## config.mk

```make
export PLATFORM = sky130hd
export DESIGN_NAME = router_pkt_gen
export DESIGN_NICKNAME = d
export VERILOG_FILES = /design/src/rtl/router_pkt_gen.sv
export SDC_FILE = /design/constraint.sdc
export NUM_CORES = 1
export LEC_CHECK = 0
export ABC_CLOCK_PERIOD_IN_PS = 2900
export CAP_MARGIN = 20
export CELL_PAD_IN_SITES_DETAIL_PLACEMENT = 0
export CELL_PAD_IN_SITES_GLOBAL_PLACEMENT = 2
export CORE_MARGIN = 2
export CORE_UTILIZATION = 35
export DETAILED_ROUTE_END_ITERATION = 8
export GPL_TIMING_DRIVEN = 0
export MAX_ROUTING_LAYER = met4
export PLACE_DENSITY = 0.76
export SLEW_MARGIN = 15
export SYNTH_ARGS = -nofsm -noshare
export SYNTH_HDL_FRONTEND = slang
export SYNTH_SLANG_ARGS = --single-unit
```

## constraint.sdc

```tcl
create_clock -name clk -period 2.9 [get_ports clk]
set_input_delay 0.725 -clock clk [delete_from_list [all_inputs] [get_ports clk]]
set_output_delay 0.725 -clock clk [all_outputs]
set_load 0.05 [all_outputs]
```

## src/rtl/router_pkt_gen.sv

```systemverilog
// Packet source for the 1x3 router: sends header, LFSR payload and parity byte,
// honours busy back-pressure, then watches the router err flag for a fixed window.
module router_pkt_gen #(
  parameter logic [7:0] SEED     = 8'hA5,
  parameter int         ERR_WAIT = 3
) (
  input  logic       clk,
  input  logic       rst,
  input  logic       start,
  input  logic [1:0] dest_addr,
  input  logic [5:0] pay_len,
  input  logic       corrupt_parity,
  input  logic       busy,
  input  logic       err,
  output logic       cmd_ready,
  output logic       pkt_valid,
  output logic [7:0] data_out,
  output logic       tx_active,
  output logic       done,
  output logic       bad_cmd,
  output logic [7:0] pkt_count,
  output logic [7:0] err_count
);

  typedef enum logic [2:0] {
    S_IDLE    = 3'd0,
    S_HEADER  = 3'd1,
    S_PAYLOAD = 3'd2,
    S_PARITY  = 3'd3,
    S_CHECK   = 3'd4
  } state_t;

  localparam logic [3:0] LP_WAIT_LAST = 4'(ERR_WAIT - 1);

  function automatic logic [7:0] lfsr_next(input logic [7:0] q);
    return {q[6:0], q[7] ^ q[5] ^ q[4] ^ q[3]};
  endfunction

  function automatic logic [7:0] parity_acc(input logic [7:0] acc, input logic [7:0] b);
    return acc ^ b;
  endfunction

  state_t     r_state, w_state_nxt;
  logic [7:0] r_lfsr, w_lfsr_nxt;
  logic [7:0] r_parity, w_parity_nxt;
  logic [5:0] r_cnt, w_cnt_nxt;
  logic [5:0] r_len, w_len_nxt;
  logic [1:0] r_addr, w_addr_nxt;
  logic       r_corrupt, w_corrupt_nxt;
  logic [7:0] r_data, w_data_nxt;
  logic       r_pkt_valid, w_valid_nxt;
  logic       r_done, w_done_nxt;
  logic       r_bad_cmd, w_bad_nxt;
  logic [7:0] r_pkt_count, w_pkt_cnt_nxt;
  logic [7:0] r_err_count, w_err_cnt_nxt;
  logic [3:0] r_wait, w_wait_nxt;
  logic       r_err_flag, w_flag_nxt;
  logic       w_tx_active;
  logic       w_xfer;
  logic [7:0] w_par_final;

  assign w_tx_active = (r_state == S_HEADER) || (r_state == S_PAYLOAD) || (r_state == S_PARITY);
  assign w_xfer      = w_tx_active && !busy;
  assign w_par_final = parity_acc(r_parity, r_data);

  assign cmd_ready = (r_state == S_IDLE);
  assign tx_active = w_tx_active;
  assign pkt_valid = r_pkt_valid;
  assign data_out  = r_data;
  assign done      = r_done;
  assign bad_cmd   = r_bad_cmd;
  assign pkt_count = r_pkt_count;
  assign err_count = r_err_count;

  // Next-state and next-datapath values; every stalled byte simply keeps its defaults.
  always_comb begin
    w_state_nxt   = r_state;
    w_lfsr_nxt    = r_lfsr;
    w_parity_nxt  = r_parity;
    w_cnt_nxt     = r_cnt;
    w_len_nxt     = r_len;
    w_addr_nxt    = r_addr;
    w_corrupt_nxt = r_corrupt;
    w_data_nxt    = r_data;
    w_valid_nxt   = r_pkt_valid;
    w_done_nxt    = 1'b0;
    w_bad_nxt     = 1'b0;
    w_pkt_cnt_nxt = r_pkt_count;
    w_err_cnt_nxt = r_err_count;
    w_wait_nxt    = r_wait;
    w_flag_nxt    = r_err_flag;
    case (r_state)
      S_IDLE: begin
        if (start) begin
          if ((dest_addr != 2'd3) && (pay_len != 6'd0)) begin
            w_len_nxt     = pay_len;
            w_addr_nxt    = dest_addr;
            w_corrupt_nxt = corrupt_parity;
            w_data_nxt    = {pay_len, dest_addr};
            w_valid_nxt   = 1'b1;
            w_state_nxt   = S_HEADER;
          end else begin
            w_bad_nxt = 1'b1;
          end
        end else begin
          w_bad_nxt = 1'b0;
        end
      end
      S_HEADER: begin
        if (w_xfer) begin
          w_parity_nxt = r_data;
          w_cnt_nxt    = 6'd0;
          w_data_nxt   = r_lfsr;
          w_state_nxt  = S_PAYLOAD;
        end else begin
          w_state_nxt = S_HEADER;
        end
      end
      S_PAYLOAD: begin
        if (w_xfer) begin
          w_parity_nxt = w_par_final;
          w_lfsr_nxt   = lfsr_next(r_lfsr);
          if (r_cnt == (r_len - 6'd1)) begin
            w_data_nxt  = r_corrupt ? ~w_par_final : w_par_final;
            w_valid_nxt = 1'b0;
            w_state_nxt = S_PARITY;
          end else begin
            w_data_nxt = lfsr_next(r_lfsr);
            w_cnt_nxt  = r_cnt + 6'd1;
          end
        end else begin
          w_state_nxt = S_PAYLOAD;
        end
      end
      S_PARITY: begin
        if (w_xfer) begin
          w_data_nxt  = 8'd0;
          w_wait_nxt  = 4'd0;
          w_state_nxt = S_CHECK;
        end else begin
          w_state_nxt = S_PARITY;
        end
      end
      S_CHECK: begin
        // busy is deliberately ignored here; only the err window matters.
        w_flag_nxt = r_err_flag | err;
        if (r_wait == LP_WAIT_LAST) begin
          w_done_nxt    = 1'b1;
          w_pkt_cnt_nxt = r_pkt_count + 8'd1;
          if ((r_err_flag | err) && (r_err_count != 8'hFF)) begin
            w_err_cnt_nxt = r_err_count + 8'd1;
          end else begin
            w_err_cnt_nxt = r_err_count;
          end
          w_flag_nxt  = 1'b0;
          w_state_nxt = S_IDLE;
        end else begin
          w_wait_nxt = r_wait + 4'd1;
        end
      end
      default: begin
        w_state_nxt = S_IDLE;
      end
    endcase
  end

  // State register.
  always_ff @(posedge clk or negedge rst) begin
    if (!rst) begin
      r_state <= S_IDLE;
    end else begin
      r_state <= w_state_nxt;
    end
  end

  // Datapath and counter registers.
  always_ff @(posedge clk or negedge rst) begin
    if (!rst) begin
      r_lfsr      <= SEED;
      r_parity    <= 8'd0;
      r_cnt       <= 6'd0;
      r_len       <= 6'd0;
      r_addr      <= 2'd0;
      r_corrupt   <= 1'b0;
      r_data      <= 8'd0;
      r_pkt_valid <= 1'b0;
      r_done      <= 1'b0;
      r_bad_cmd   <= 1'b0;
      r_pkt_count <= 8'd0;
      r_err_count <= 8'd0;
      r_wait      <= 4'd0;
      r_err_flag  <= 1'b0;
    end else begin
      r_lfsr      <= w_lfsr_nxt;
      r_parity    <= w_parity_nxt;
      r_cnt       <= w_cnt_nxt;
      r_len       <= w_len_nxt;
      r_addr      <= w_addr_nxt;
      r_corrupt   <= w_corrupt_nxt;
      r_data      <= w_data_nxt;
      r_pkt_valid <= w_valid_nxt;
      r_done      <= w_done_nxt;
      r_bad_cmd   <= w_bad_nxt;
      r_pkt_count <= w_pkt_cnt_nxt;
      r_err_count <= w_err_cnt_nxt;
      r_wait      <= w_wait_nxt;
      r_err_flag  <= w_flag_nxt;
    end
  end

endmodule

```

==> metrics.md <==
| Metric | Value |
|---|---|
| Finished layout cell area | `4417 µm²` |
| Overall power consumption | `4.875 mW` |
| Height of the die | `105.8 µm` |
| Final setup violating endpoints | `0` |
| Dominant synthesized flop cell | `sky130_fd_sc_hd__dfrtp_1` |
| Worst Tran Pin Value | `~1.1 ns` |
| Post-CTS repair timing setup buffer count | `0` |
| Register share of total power | `about a third` |
| Final Hold Viols | `0` |
| Critical Path Start | `r_state[0]` |
| Synth async-reset ratio | `100.0%` |
| HPWL after detailed placement | `slightly above 7000 µm` |
| Count of buffers inserted at the top-level ports | `42` |
| Combined global-route utilization of all metal layers | `19.52%` |
| Layout Cells excl Fill | `587` |
| Vias post-DR | `3096` |
| Area share of the largest cell type after synthesis | `41.41%` |
| Clock sinks | `64` |
| Final min period | `~2.8 ns` |
| Setup repair after global routing missed its margin | `no` |
| Post-synth EDFFs | `0` |
| Final WL | `9807 µm` |
| Number of search-and-repair iterations in the first detailed-routing pass | `4` |
| Count of pins on the block boundary | `43` |
| Gr ovfl total | `0` |
| Synthesized area per cell | `9.274 µm²` |
| Clock skew | `0.01084 ns` |
| Max FO, Critical Path | `10` |
| Number of antenna-violating nets in the routed design | `0` |
| Worst min-delay path category | `primary input to asynchronous set/reset pin` |
| Area contributors post-synth | `sky130_fd_sc_hd__dfrtp_1 41%, sky130_fd_sc_hd__xnor2_1 7.0%, sky130_fd_sc_hd__nand2_1 4.5%, sky130_fd_sc_hd__a21oi_1 3.7%, sky130_fd_sc_hd__xor2_1 3.1%` |
| Part of the power in the clock network | `between 10% and 20%` |
| Clock buffer depth | `2` |
| Count of maximum capacitance violations | `0` |
| Clock Tree Root | `sky130_fd_sc_hd__clkbuf_8` |
| Initial antenna violation count | `0` |
| DRC violation count after routing | `0` |
| Placed Cells incl. Taps | `571` |
| Internal power | `between 2 and 2.5 mW` |
| Switching Share | `roughly 50%` |
| Achievable clock frequency | `approximately 360 MHz` |
| Distinct cell type count of the synthesized netlist | `50` |
| CTS tree | `yes` |
| Synth Instances | `roughly 400` |
| VDD IR max | `415.5 µV` |
| Crit path setup slack, layout | `roughly 0.14 ns` |
| Worst path required time | `~2.2 ns` |
| Nets | `466` |
| Post-CTS sizing | `4` |
| Clock transition at the registers of the reported paths | `0.07 ns` |
| Maximum number of pins on one net before global-route repair | `42` |
| Critical Setup Path Class | `register to primary output` |
| Number of CTS-inserted buffers | `9` |
| RePlAce Congestion | `around 0.83` |
| R2r startpoint | `r_len[0]` |
| Fraction of final layout cells with drive strength greater than 1 | `7.982%` |
| Post-synthesis cell type with the largest combined area | `sky130_fd_sc_hd__dfrtp_1` |
| Endpoint class of the critical path | `primary output` |
| CTS Hold Bufs | `0` |
| Synthesized Nets | `411` |
| Pre-CTS WS | `-0.08917 ns` |
| Part of the power in combinational logic | `53.9%` |
| Run status | `completed` |
| Commonest non-fill, non-tap cell in the layout | `sky130_fd_sc_hd__dfrtp_1` |
| Count of routing violations after the opening detailed-route iteration | `~140` |
| Core footprint | `10180 µm²` |
| Total negative setup slack | `0 ns` |
| Average wire per cell in the routed design | `16.71 µm` |
| Clock latency reported for the late side of the worst-skew pair | `0.34 ns` |
| Synth-to-Final Area Change | `21.81%` |
| Net switching component of the power | `2.380 mW` |
| Most used cells in the layout excluding fill and tap cells | `60 x sky130_fd_sc_hd__dfrtp_1, 43 x sky130_fd_sc_hd__nand2_1, 39 x sky130_fd_sc_hd__clkdlybuf4s50_1` |
| Wire length of the first global-routing pass | `about 17000 µm` |
| Final clock period utilization by the worst path | `95.03%` |
| Count of state elements after synthesis | `64` |
| Netlist Area Pre-Place | `about 3600 µm²` |
| Power Density | `1104 nW/µm²` |
| Core Util, Final | `a little over two fifths` |
| Number of H-tree branching levels | `3` |
| Post-Route Hold Slack | `0.2986 ns` |
| Worst setup SP type | `register` |
| Vias in the first global route | `3184` |
| Die area | `11190 µm²` |
| Count of inserted antenna diode cells | `0` |
| Starting Density | `35.60%` |
| Worst Path Arrival | `2.03 ns` |
| Final count of pins violating max slew | `0` |
| Instance area at placement | `4249 µm²` |
| Sequential area share after synthesis | `between 40 and 50%` |
| Count of standard-cell rows | `37` |
| Post-DR vias/cell | `around 5.3` |
| Leakage Power | `1.863 nW` |
| Worst rel slew slack | `around 27%` |
| Width of the die | `105.8 µm` |
| Yosys warning total | `0` |
layer usage:
metal / wire length, µm / vias to the layer above / global-route usage (%)
met3: 368 / 6 / 3.587
met5: 0 / - / -
li1: - / 1520 / -
met1: 4913 / 1502 / 26.65
met4: 89 / 0 / 5.357
met2: 4434 / 68 / 29.91
cell families (layout without fill, tap and decap cells):
group                      Yosys count  in the layout  synth area share, %
and+or+nand+nor                    137            137                18.94
DFF                                 64             64                44.31
xor gates and xnor gates            42             42                10.14
buffers and inverters               39             99                4.520
adders and majority gates            6              6                2.070
AOI/OAI and AO/OA                   97             97                18.32
muxes                                6              6                1.691
registers in the layout, summed over array words and instances (netlist names), 3 cells and up:
register	cells
r_parity	8
r_state	3
r_cnt	6
pkt_count	8
data_out	8
r_len	6
r_wait	4
r_lfsr	8
err_count	8
area by class of cell:
type	count	area, µm²
plain buffers	19	91.34
well taps	136	170.2
inverters	20	75.07
clock buffers	12	145.1
multi-input cells	288	1856
flip-flops and latches	64	1607
fillers	1065	5768
clock inverters	4	22.52
repair buffers	44	450.4
worst paths after layout:
check | slack, ns | cells after the start | to
max reg2reg | 0.26 | 8 | data_out[0]
max in group asynchronous | 2.00 | 2 | r_lfsr[2]
max | 0.14 | 4 | cmd_ready
min | 0.30 | 1 | r_cnt[5]
min reg2reg | 0.47 | 1 | pkt_count[7]
min in group clk | 0.47 | 1 | pkt_count[7]
cell usage after synthesis (2+ instances only):
library cell,number
sky130_fd_sc_hd__dfstp_2,4
sky130_fd_sc_hd__nor2_1,22
sky130_fd_sc_hd__xor2_1,13
sky130_fd_sc_hd__nand3b_1,3
sky130_fd_sc_hd__buf_1,3
sky130_fd_sc_hd__nand4_1,11
sky130_fd_sc_hd__mux2i_1,5
sky130_fd_sc_hd__nor2b_1,4
sky130_fd_sc_hd__ha_1,6
sky130_fd_sc_hd__o211ai_1,9
sky130_fd_sc_hd__xnor2_1,29
sky130_fd_sc_hd__buf_6,2
sky130_fd_sc_hd__nand2b_1,2
sky130_fd_sc_hd__clkbuf_1,12
sky130_fd_sc_hd__o31ai_1,6
sky130_fd_sc_hd__and3b_1,2
sky130_fd_sc_hd__a211oi_1,3
sky130_fd_sc_hd__nand3_1,19
sky130_fd_sc_hd__a311oi_1,2
sky130_fd_sc_hd__nor4_1,2
sky130_fd_sc_hd__o211a_1,2
sky130_fd_sc_hd__buf_2,2
sky130_fd_sc_hd__inv_1,19
sky130_fd_sc_hd__o21ai_0,22
sky130_fd_sc_hd__and3_1,8
sky130_fd_sc_hd__a31oi_1,4
sky130_fd_sc_hd__nand2_1,43
sky130_fd_sc_hd__or3_1,3
sky130_fd_sc_hd__o2111ai_1,12
sky130_fd_sc_hd__dfrtp_1,60
sky130_fd_sc_hd__nor3_1,12
sky130_fd_sc_hd__a21oi_1,27
worst max-delay path: stages (launching register included):
cell and delay (ns):
sky130_fd_sc_hd__dfrtp_1 0.40, sky130_fd_sc_hd__buf_1 0.22, sky130_fd_sc_hd__clkbuf_1 0.27, sky130_fd_sc_hd__nor3_1 0.21, sky130_fd_sc_hd__dlygate4sd2_1 0.58
power groups by stage:
stage / Sequential (mW) / Clock [mW] / Combinational (mW)
5_1_grt: 1.62 / 0.743 / 2.90
2_1_floorplan: 1.77 / 0 / 1.63
3_3_place_gp: 1.57 / 0 / 2.60
6_report: 1.57 / 0.681 / 2.63
3_5_place_dp: 1.58 / 0 / 2.62
4_1_cts: 1.57 / 0.704 / 2.63
(Power assumes the default switching activity.)
